--- config.mk ---
export PLATFORM = sky130hd
export DESIGN_NAME = atm_account_server
export DESIGN_NICKNAME = d
export VERILOG_FILES = /design/src/rtl/atm_account_server.sv
export SDC_FILE = /design/constraint.sdc
export NUM_CORES = 1
export LEC_CHECK = 0
export ABC_AREA = 1
export CAP_MARGIN = 20
export CORE_MARGIN = 2
export CORE_UTILIZATION = 35
export DETAILED_ROUTE_END_ITERATION = 16
export PLACE_DENSITY_LB_ADDON = 0.1
export SLEW_MARGIN = 20
export SYNTH_ARGS = -nofsm -noshare
export SYNTH_HDL_FRONTEND = slang
export SYNTH_SLANG_ARGS = --single-unit
export TNS_END_PERCENT = 5
--- constraint.sdc ---
create_clock -name clk -period 4.7 [get_ports clk]
set_input_delay 1.175 -clock clk [delete_from_list [all_inputs] [get_ports clk]]
set_output_delay 1.175 -clock clk [all_outputs]
set_load 0.05 [all_outputs]
--- src/rtl/atm_account_server.sv ---
// Bank-side account server: authenticates ATM requests against a 4-entry account
// table and executes balance/PIN operations atomically, replying over valid/ready.
module atm_account_server #(
    parameter int unsigned         AMT_W     = 6,
    parameter int unsigned         BAL_W     = 8,
    parameter logic [15:0]         ACC_IDS   = 16'h0123,
    parameter logic [15:0]         PINS_INIT = 16'h3210,
    parameter logic [4*BAL_W-1:0]  BAL_INIT  = 32'h32050028,
    parameter int unsigned         MAX_TRIES = 3
) (
    input  logic             clk,
    input  logic             rst,
    input  logic             req_valid,
    output logic             req_ready,
    input  logic [2:0]       req_op,
    input  logic [3:0]       req_acc,
    input  logic [3:0]       req_pin,
    input  logic [3:0]       req_dest,
    input  logic [AMT_W-1:0] req_amount,
    input  logic [3:0]       req_newpin,
    output logic             rsp_valid,
    input  logic             rsp_ready,
    output logic [2:0]       rsp_status,
    output logic [BAL_W-1:0] rsp_balance,
    output logic [3:0]       lock_status
);
    localparam int unsigned NUM_ACC = 4;
    localparam int unsigned IDX_W   = 2;
    localparam int unsigned SUM_W   = BAL_W + 1;
    localparam int unsigned CNT_W   = $clog2(MAX_TRIES + 1);

    localparam logic [2:0] OP_AUTH = 3'd0, OP_WITHDRAW = 3'd1, OP_DEPOSIT = 3'd2,
                           OP_TRANSFER = 3'd3, OP_CHANGE_PIN = 3'd4, OP_BALANCE = 3'd5;
    localparam logic [2:0] ST_OK = 3'd0, ST_NO_ACCOUNT = 3'd1, ST_LOCKED = 3'd2,
                           ST_BAD_PIN = 3'd3, ST_BAD_OP = 3'd4, ST_INSUFFICIENT = 3'd5,
                           ST_OVERFLOW = 3'd6, ST_BAD_DEST = 3'd7;

    typedef enum logic [1:0] {IDLE, LOOKUP, EXEC, RESP} state_e;

    typedef struct packed {
        logic [2:0]       op;
        logic [3:0]       acc;
        logic [3:0]       pin;
        logic [3:0]       dest;
        logic [AMT_W-1:0] amount;
        logic [3:0]       newpin;
    } req_t;

    state_e             state_q, state_d;
    req_t               req_q;
    logic [IDX_W-1:0]   src_idx_q, dst_idx_q, lk_src_idx, lk_dst_idx;
    logic               src_found_q, dst_found_q, lk_src_found, lk_dst_found;
    logic [3:0]         pin_q  [NUM_ACC];
    logic [BAL_W-1:0]   bal_q  [NUM_ACC];
    logic [CNT_W-1:0]   fail_q [NUM_ACC];

    logic [2:0]         ex_status;
    logic [BAL_W-1:0]   src_bal, dst_bal, src_new, dst_new, ex_rsp_bal;
    logic [SUM_W-1:0]   src_sum, dst_sum;
    logic [CNT_W-1:0]   fail_inc;
    logic               src_short, amt_zero;
    logic               ex_wr_src, ex_wr_dst, ex_wr_pin, ex_clr_fail, ex_inc_fail, ex_set_lock;

    // ID -> table index resolution for source and destination
    always_comb begin
        lk_src_idx   = '0;
        lk_dst_idx   = '0;
        lk_src_found = 1'b0;
        lk_dst_found = 1'b0;
        for (int i = 0; i < NUM_ACC; i++) begin
            if (ACC_IDS[4*i +: 4] == req_q.acc) begin
                lk_src_idx   = IDX_W'(i);
                lk_src_found = 1'b1;
            end
            if (ACC_IDS[4*i +: 4] == req_q.dest) begin
                lk_dst_idx   = IDX_W'(i);
                lk_dst_found = 1'b1;
            end
        end
    end

    // Next state plus the prioritized EXEC checks; results commit only in EXEC
    always_comb begin
        state_d     = state_q;
        ex_status   = ST_OK;
        ex_wr_src   = 1'b0;
        ex_wr_dst   = 1'b0;
        ex_wr_pin   = 1'b0;
        ex_clr_fail = 1'b0;
        ex_inc_fail = 1'b0;
        ex_set_lock = 1'b0;
        src_bal     = bal_q[src_idx_q];
        dst_bal     = bal_q[dst_idx_q];
        src_new     = src_bal;
        dst_new     = dst_bal;
        fail_inc    = fail_q[src_idx_q] + CNT_W'(1);
        src_sum     = SUM_W'(src_bal) + SUM_W'(req_q.amount);
        dst_sum     = SUM_W'(dst_bal) + SUM_W'(req_q.amount);
        src_short   = SUM_W'(req_q.amount) > SUM_W'(src_bal);
        amt_zero    = (req_q.amount == '0);

        unique case (state_q)
            IDLE:    if (req_valid && req_ready) state_d = LOOKUP;
            LOOKUP:  state_d = EXEC;
            EXEC:    state_d = RESP;
            RESP:    if (rsp_valid && rsp_ready) state_d = IDLE;
            default: state_d = IDLE;
        endcase

        if (!src_found_q) begin
            ex_status = ST_NO_ACCOUNT;
        end else if (lock_status[src_idx_q]) begin
            ex_status = ST_LOCKED;
        end else if (req_q.pin != pin_q[src_idx_q]) begin
            ex_status   = ST_BAD_PIN;
            ex_inc_fail = 1'b1;
            ex_set_lock = (fail_inc == CNT_W'(MAX_TRIES));
        end else begin
            ex_clr_fail = 1'b1;
            case (req_q.op)
                OP_AUTH, OP_BALANCE: ex_status = ST_OK;
                OP_WITHDRAW: begin
                    if (amt_zero)       ex_status = ST_BAD_OP;
                    else if (src_short) ex_status = ST_INSUFFICIENT;
                    else begin
                        src_new   = src_bal - BAL_W'(req_q.amount);
                        ex_wr_src = 1'b1;
                    end
                end
                OP_DEPOSIT: begin
                    if (amt_zero)             ex_status = ST_BAD_OP;
                    else if (src_sum[BAL_W])  ex_status = ST_OVERFLOW;
                    else begin
                        src_new   = src_sum[BAL_W-1:0];
                        ex_wr_src = 1'b1;
                    end
                end
                OP_TRANSFER: begin
                    if (!dst_found_q || dst_idx_q == src_idx_q) ex_status = ST_BAD_DEST;
                    else if (amt_zero)                           ex_status = ST_BAD_OP;
                    else if (src_short)                          ex_status = ST_INSUFFICIENT;
                    else if (dst_sum[BAL_W])                     ex_status = ST_OVERFLOW;
                    else begin
                        src_new   = src_bal - BAL_W'(req_q.amount);
                        dst_new   = dst_sum[BAL_W-1:0];
                        ex_wr_src = 1'b1;
                        ex_wr_dst = 1'b1;
                    end
                end
                OP_CHANGE_PIN: ex_wr_pin = 1'b1;
                default:       ex_status = ST_BAD_OP;
            endcase
        end

        ex_rsp_bal = src_found_q ? src_new : '0;
    end

    always_ff @(posedge clk or posedge rst) begin
        if (rst) begin
            state_q     <= IDLE;
            req_ready   <= 1'b1;
            rsp_valid   <= 1'b0;
            rsp_status  <= '0;
            rsp_balance <= '0;
            lock_status <= '0;
            req_q       <= '0;
            src_idx_q   <= '0;
            dst_idx_q   <= '0;
            src_found_q <= 1'b0;
            dst_found_q <= 1'b0;
            for (int i = 0; i < NUM_ACC; i++) begin
                pin_q[i]  <= PINS_INIT[4*i +: 4];
                bal_q[i]  <= BAL_INIT[BAL_W*i +: BAL_W];
                fail_q[i] <= '0;
            end
        end else begin
            state_q   <= state_d;
            req_ready <= (state_d == IDLE);
            rsp_valid <= (state_d == RESP);
            if (state_q == IDLE && req_valid && req_ready) begin
                req_q.op     <= req_op;
                req_q.acc    <= req_acc;
                req_q.pin    <= req_pin;
                req_q.dest   <= req_dest;
                req_q.amount <= req_amount;
                req_q.newpin <= req_newpin;
            end
            if (state_q == LOOKUP) begin
                src_idx_q   <= lk_src_idx;
                dst_idx_q   <= lk_dst_idx;
                src_found_q <= lk_src_found;
                dst_found_q <= lk_dst_found;
            end
            if (state_q == EXEC) begin
                rsp_status  <= ex_status;
                rsp_balance <= ex_rsp_bal;
                if (ex_wr_src)   bal_q[src_idx_q]       <= src_new;
                if (ex_wr_dst)   bal_q[dst_idx_q]       <= dst_new;
                if (ex_wr_pin)   pin_q[src_idx_q]       <= req_q.newpin;
                if (ex_clr_fail) fail_q[src_idx_q]      <= '0;
                if (ex_inc_fail) fail_q[src_idx_q]      <= fail_inc;
                if (ex_set_lock) lock_status[src_idx_q] <= 1'b1;
            end
        end
    end
endmodule

# After elaboration in Yosys (flattened, before gate mapping)
# Index checks and enable logic that the tools add are counted.
# totals
regBits	106
inputBits	29
output_inout_bits	17
# classes
n_lt_le_gt_ge	7
reduce_logical	18
bitwise_logic	5
add_sub_neg	4
n_mux	113
eq_ne	18
# op_table
op	count
$mux 8	29
$mux 32	3
$bwmux 32	2
$mux 1	40
$mux 3	11
$bmux 8 s2	2
$demux 8 s2	2
$pmux 8 s3	1
$add 8x6->9	2
$mux 2	9
$bwmux 16	1
$eq 2x4->1 const A	4
$mux 4	3
$pmux 3 s4	1
$and 8x8->8	1
$bmux 4 s2	1
$bwmux 8	1
$demux 4 s2	1
$eq 1x4->1 const A	2
$eq 2x2->1 const B	4
$gt 6x8->1	1
$logic_not 4->1	2
$not 8->8	1
$pmux 2 s4	1
27 further kinds	40

# Longest topological paths before layout
# depth
ltp_word	18
depth_mapped	25

# Least setup slack after synthesis
# No wires, ideal clock.
# synth_timing
kind	register -> register
start	reg src_idx_q[0]
end	reg bal_q[15] (netlist name)
arrival_time_ps	3239
setup_slack_ps	1345
t_required_ps	4584
path_stages_with_launch	21
setup_time_ps	116
path_cell_list	dfrtp_1 > buf_6 > inv_4 > buf_6 > nor2_1 > clkbuf_1 > a22oi_1 > o221ai_1 > inv_1 > fa_1 > nor3_1 > nor2_1 > nand2_2 > nand4_1 > nand3_4 > buf_6 > nand3_4 > a21oi_1 > nand2_1 > nand2_1 > nand2_1
# synth_via
elab_chain_cells	18
elab_cells_between_ends	59
cone_classes	add/sub: 2; order compare: 3; eq/ne: 2; mux: 49; bitwise: 1; reduce/logical: 2
# synth_lines
item	line	text
from (decl)	51	logic [IDX_W-1:0] src_idx_q, dst_idx_q, lk_src_idx, lk_dst_idx;
from (signal assigned)	189	src_idx_q <= lk_src_idx;
$not 2->3 (implied by the code)	92, 114, 197	
$bmux 8 s2	92	src_bal = bal_q[src_idx_q];
$mux 8 (implied by the code) (2 in series)	92	
$sub 8x6->8	126, 144	
$mux 8	142	else if (dst_sum[BAL_W]) ex_status = ST_OVERFLOW;
$mux 8	141	else if (src_short) ex_status = ST_INSUFFICIENT;
$mux 8	140	else if (amt_zero) ex_status = ST_BAD_OP;
$mux 8	139	if (!dst_found_q || dst_idx_q == src_idx_q) ex_status = ST_BAD_DEST;
$pmux 8 s3	120	case (req_q.op)
$mux 8	114	end else if (req_q.pin != pin_q[src_idx_q]) begin
$mux 8	112	end else if (lock_status[src_idx_q]) begin
$mux 8	110	if (!src_found_q) begin
$bwmux 32	197	if (ex_wr_src) bal_q[src_idx_q] <= src_new;
$mux 32	197	
$mux 32	194	if (state_q == EXEC) begin
$bwmux 32	198	if (ex_wr_dst) bal_q[dst_idx_q] <= dst_new;
$mux 32 *	198	
to (signal, indexed assignment)	173	bal_q[i] <= BAL_INIT[BAL_W*i +: BAL_W];
to (signal, indexed assignment)	197	
to (signal, indexed assignment)	198	
to (decl)	54	logic [BAL_W-1:0] bal_q [NUM_ACC];
# Every way passes the cells marked *; elsewhere a longest branch is shown, timed or not. The select of a mux whose other input is x is not followed.
# A chain may end at the register's enable or synchronous reset.

# Worst setup path after layout
# layout_timing
start	reg src_idx_q[0]
end	reg bal_q[14] (netlist name)
# Same word-level chain as after synthesis.

==> flow_summary.json <==
{
  "status": "finished, final reports clean",
  "setup_viol": 0,
  "tightest_slew_ps": 775,
  "syn2layout_area_growth_pct": 13.9,
  "numCtsBuffers": 9,
  "fin_crit_ps": 4310,
  "synth.cell_area_um2": 7340,
  "synth-simple-area-share": 0.339,
  "critPathKind": "reg2reg",
  "yosysWarnings": 0,
  "drc": 0,
  "std_cell_rows": 52,
  "slowest_delay_ps": 760,
  "ys_seq_area_frac": 0.363,
  "cpMostUsedCell": "nand2_1",
  "initialDrtViolationCount": 423,
  "synth-seq-cells": 106,
  "grt_pass1_vias": 6399,
  "reg2reg_from": "src_idx_q[0]",
  "cp_cell_sequence": "inv_4 > nor2_1 > a22oi_1 > o221ai_1 > inv_1 > ha_1 > fa_1 > nor3_1 > nor2_1 > nand2_2 > nand4_2 > nor2_4 > nand2_1 > inv_2 > nand3_1 > nand2_1 > inv_1 > nand2_1 > nand2_1",
  "synth_area_leaders": "dfrtp_1, nand2_1, inv_1",
  "critPathLaunchType": "register",
  "crit_path_top_delay_cell": "dfrtp_1",
  "r2r_slack_ps": 390,
  "pwr-share-seq": 0.335,
  "clock_path_buffers": 2,
  "fill_cells": 2203,
  "via_per_inst": 4.93,
  "slew_headroom": 0.481,
  "reg2reg_depth": 19,
  "synthXorXnorAreaFrac": 0.0131,
  "final_layout_size_suffix_gt1_frac": 0.0679,
  "layout_worst_path_cycle_share": 0.917,
  "rsz0062_at_grt": "false",
  "post_cts_buffers": 0,
  "critical_path_required_ps": 4960,
  "htreeDepth": 3,
  "async_flop_share": 1.00,
  "n_antenna_cell": 0,
  "synth_top_area_share": 0.320,
  "dr.pass1.iters": 5,
  "drt-total-wl_um": 21800,
  "p_sw_frac": 0.490,
  "yosys.area.top_type": "dfrtp_1",
  "final.setup.worst_slack_ps": 388,
  "leakage_nw": 4.44,
  "dr_total_vias": 6841,
  "synth.area.mux_share": 0,
  "p_switching_mw": 1.97,
  "slew_viol_final": 0,
  "p_comb_frac": 0.473,
  "grt_pass1_wl_um": 35800,
  "ir_worst_vdd_v": 0.000338,
  "clock_latency_ps": 360,
  "syn-instance-count": 1078,
  "dp_hpwl_um": 16500,
  "post_drt_wl_per_cell_um": 15.7,
  "yosysMostFrequentCell": "nand2_1",
  "min_to": "src_idx_q[0]",
  "die_area_um2": 22200,
  "gp_congestion": 0.889,
  "final.setup_skew_ps": 9.20,
  "r2r_end": "bal_q[14]",
  "synth_compound_area_frac": 0.147,
  "yosys.area_share.adder": 0.0423,
  "hold_depth": 1,
  "crit_start": "src_idx_q[0]",
  "initial_core_util": 0.359,
  "cp_max_fo": 19,
  "ant_nets": 0,
  "die_h_um": 149,
  "fmax_ghz": 0.232,
  "syn_avg_cell_area_um2": 6.81,
  "cp_data_arrival_time_ps": 4570,
  "path_buf_inv": 4,
  "clock-sinks": 106,
  "cp_num_cells": 19,
  "power_density_nw_per_um2": 481,
  "place_ws_ps": 440,
  "hold_viol": 0,
  "intPower_mw": 2.05,
  "clk_pin_slew_ps": 80,
  "portBuffers": 45,
  "root_buffer": "clkbuf_16",
  "synthTopCellsByCount": "nand2_1, inv_1, dfrtp_1, o21ai_0, a21oi_1",
  "postCtsHoldBufs": 0,
  "cp-end-kind": "register",
  "synth_cell_types": 46,
  "antenna_found_initial": 0,
  "num_io_pins": 46,
  "grt.total_usage": 0.205,
  "synth_nets": 1130,
  "crit_family": "simple AND/OR/NAND/NOR gates",
  "pwr-share-clk": 0.193,
  "overflow": 0,
  "synth_top_family_by_area": "simple AND/OR/NAND/NOR gates",
  "synthFlopType": "dfrtp_1",
  "grt_start_max_net_pins": 55,
  "worstHoldStart": "req_q[18]",
  "final_nets": 1166,
  "max-cap-violations": 0,
  "die_x_um": 149,
  "worst_hold_path_type": "reg2reg",
  "cts_resized": 0,
  "tritoncts": "done",
  "fin_tns_setup_ps": 0,
  "synth-edff-count": 0,
  "core-area_um2": 20400
}
## power groups by stage
stage | registers (mW) | clock network, mW | logic, mW
floorplan | 1.36 | 0 | 1.32
global placement | 1.36 | 0 | 1.91
detailed placement | 1.36 | 0 | 1.90
CTS | 1.35 | 0.808 | 1.91
global route | 1.38 | 0.834 | 2.14
finish | 1.35 | 0.775 | 1.90
## sequential cells by signal, indices dropped and copies added, names as in the netlist
register / cells
state_q: 2
rsp_balance: 8
bal_q: 32
rsp_valid: 1
dst_found_q: 1
rsp_status: 3
dst_idx_q: 2
req_q: 25
pin_q: 16
req_ready: 1
src_idx_q: 2
src_found_q: 1
fail_q: 8
lock_status: 4
## cell families (layout without fill, tap and decap cells)
family / count (synthesis) / after routing
xor gates and xnor gates: 11 / 11
DFF: 106 / 106
adders and majority gates: 23 / 23
and+or+nand+nor: 582 / 582
AOI/OAI and AO/OA: 183 / 183
buffers and inverters: 173 / 214
## through the flow
step                hold slack [ps]  cell area [µm²]  total power [mW]  std cells   util
finish                          476             8360              4.02       1389  0.409
global route                    486             8360              4.35       1389  0.409
global placement                460             8070              3.27       1373  0.395
floorplan                       436             7340              2.69       1078      -
detailed placement              459             8070              3.26       1373  0.395
CTS                             476             8360              4.06       1389  0.409
## cell type report
cell class | count | area, µm² | area share
clock buffers | 9 | 225 | 0.0269
clock inverters | 7 | 67.6 | 0.00808
inverters | 142 | 542 | 0.0648
multi-input cells | 799 | 3980 | 0.476
flip-flops and latches | 106 | 2670 | 0.319
well taps | 270 | 338 | 0.0404
repair buffers | 56 | 546 | 0.0652
## routing by layer
metal | GRT usage | routed length [µm] | up-vias
met5 | 0 | 0 | -
met2 | 0.342 | 10400 | 125
li1 | - | - | 3534
met4 | 0.0524 | 341 | 0
met1 | 0.283 | 10400 | 3163
met3 | 0.0263 | 631 | 19
## worst max path at each step
stage | to | slack, ps
detailed placement | bal_q[14] | 440
finish | bal_q[14] | 390
global placement | bal_q[22] | 580
global route | bal_q[14] | 7
floorplan | bal_q[0] | 760
CTS | bal_q[14] | 430
## worst reg2reg max path: stages, from the launching register on
cell and delay (ps):
dfrtp_1 760, inv_4 150, nor2_1 470, a22oi_1 130, o221ai_1 180, inv_1 110, ha_1 210, fa_1 420
nor3_1 230, nor2_1 130, nand2_2 130, nand4_2 180, nor2_4 370, nand2_1 210, inv_2 220, nand3_1 100
nand2_1 80, inv_1 30, nand2_1 50, nand2_1 40
## cell usage in the layout (no fill, tap or decap), types with 2 or more instances in the layout
| cell type | count |
|---|---|
| a21oi_1 | 53 |
| a22o_1 | 4 |
| a22oi_1 | 13 |
| a31oi_1 | 2 |
| buf_4 | 10 |
| clkbuf_16 | 9 |
| clkdlybuf4s50_1 | 45 |
| clkinv_1 | 2 |
| clkinv_2 | 2 |
| dfrtp_1 | 94 |
| dfstp_2 | 12 |
| fa_1 | 3 |
| ha_1 | 20 |
| inv_1 | 130 |
| inv_2 | 6 |
| inv_4 | 3 |
| inv_6 | 3 |
| nand2_1 | 442 |
| nand2_2 | 5 |
| nand2_4 | 2 |
| nand3_1 | 52 |
| nand3_4 | 6 |
| nand4_1 | 17 |
| nor2_1 | 42 |
| nor2_4 | 5 |
| nor3_1 | 3 |
| o211ai_1 | 4 |
| o21ai_0 | 74 |
| o21bai_1 | 6 |
| o221ai_1 | 13 |
| o22ai_1 | 6 |
| o31ai_1 | 2 |
| or2_2 | 3 |
| xnor2_1 | 5 |
| xor2_1 | 6 |
No activity file was read; power rests on OpenSTA's default activity.
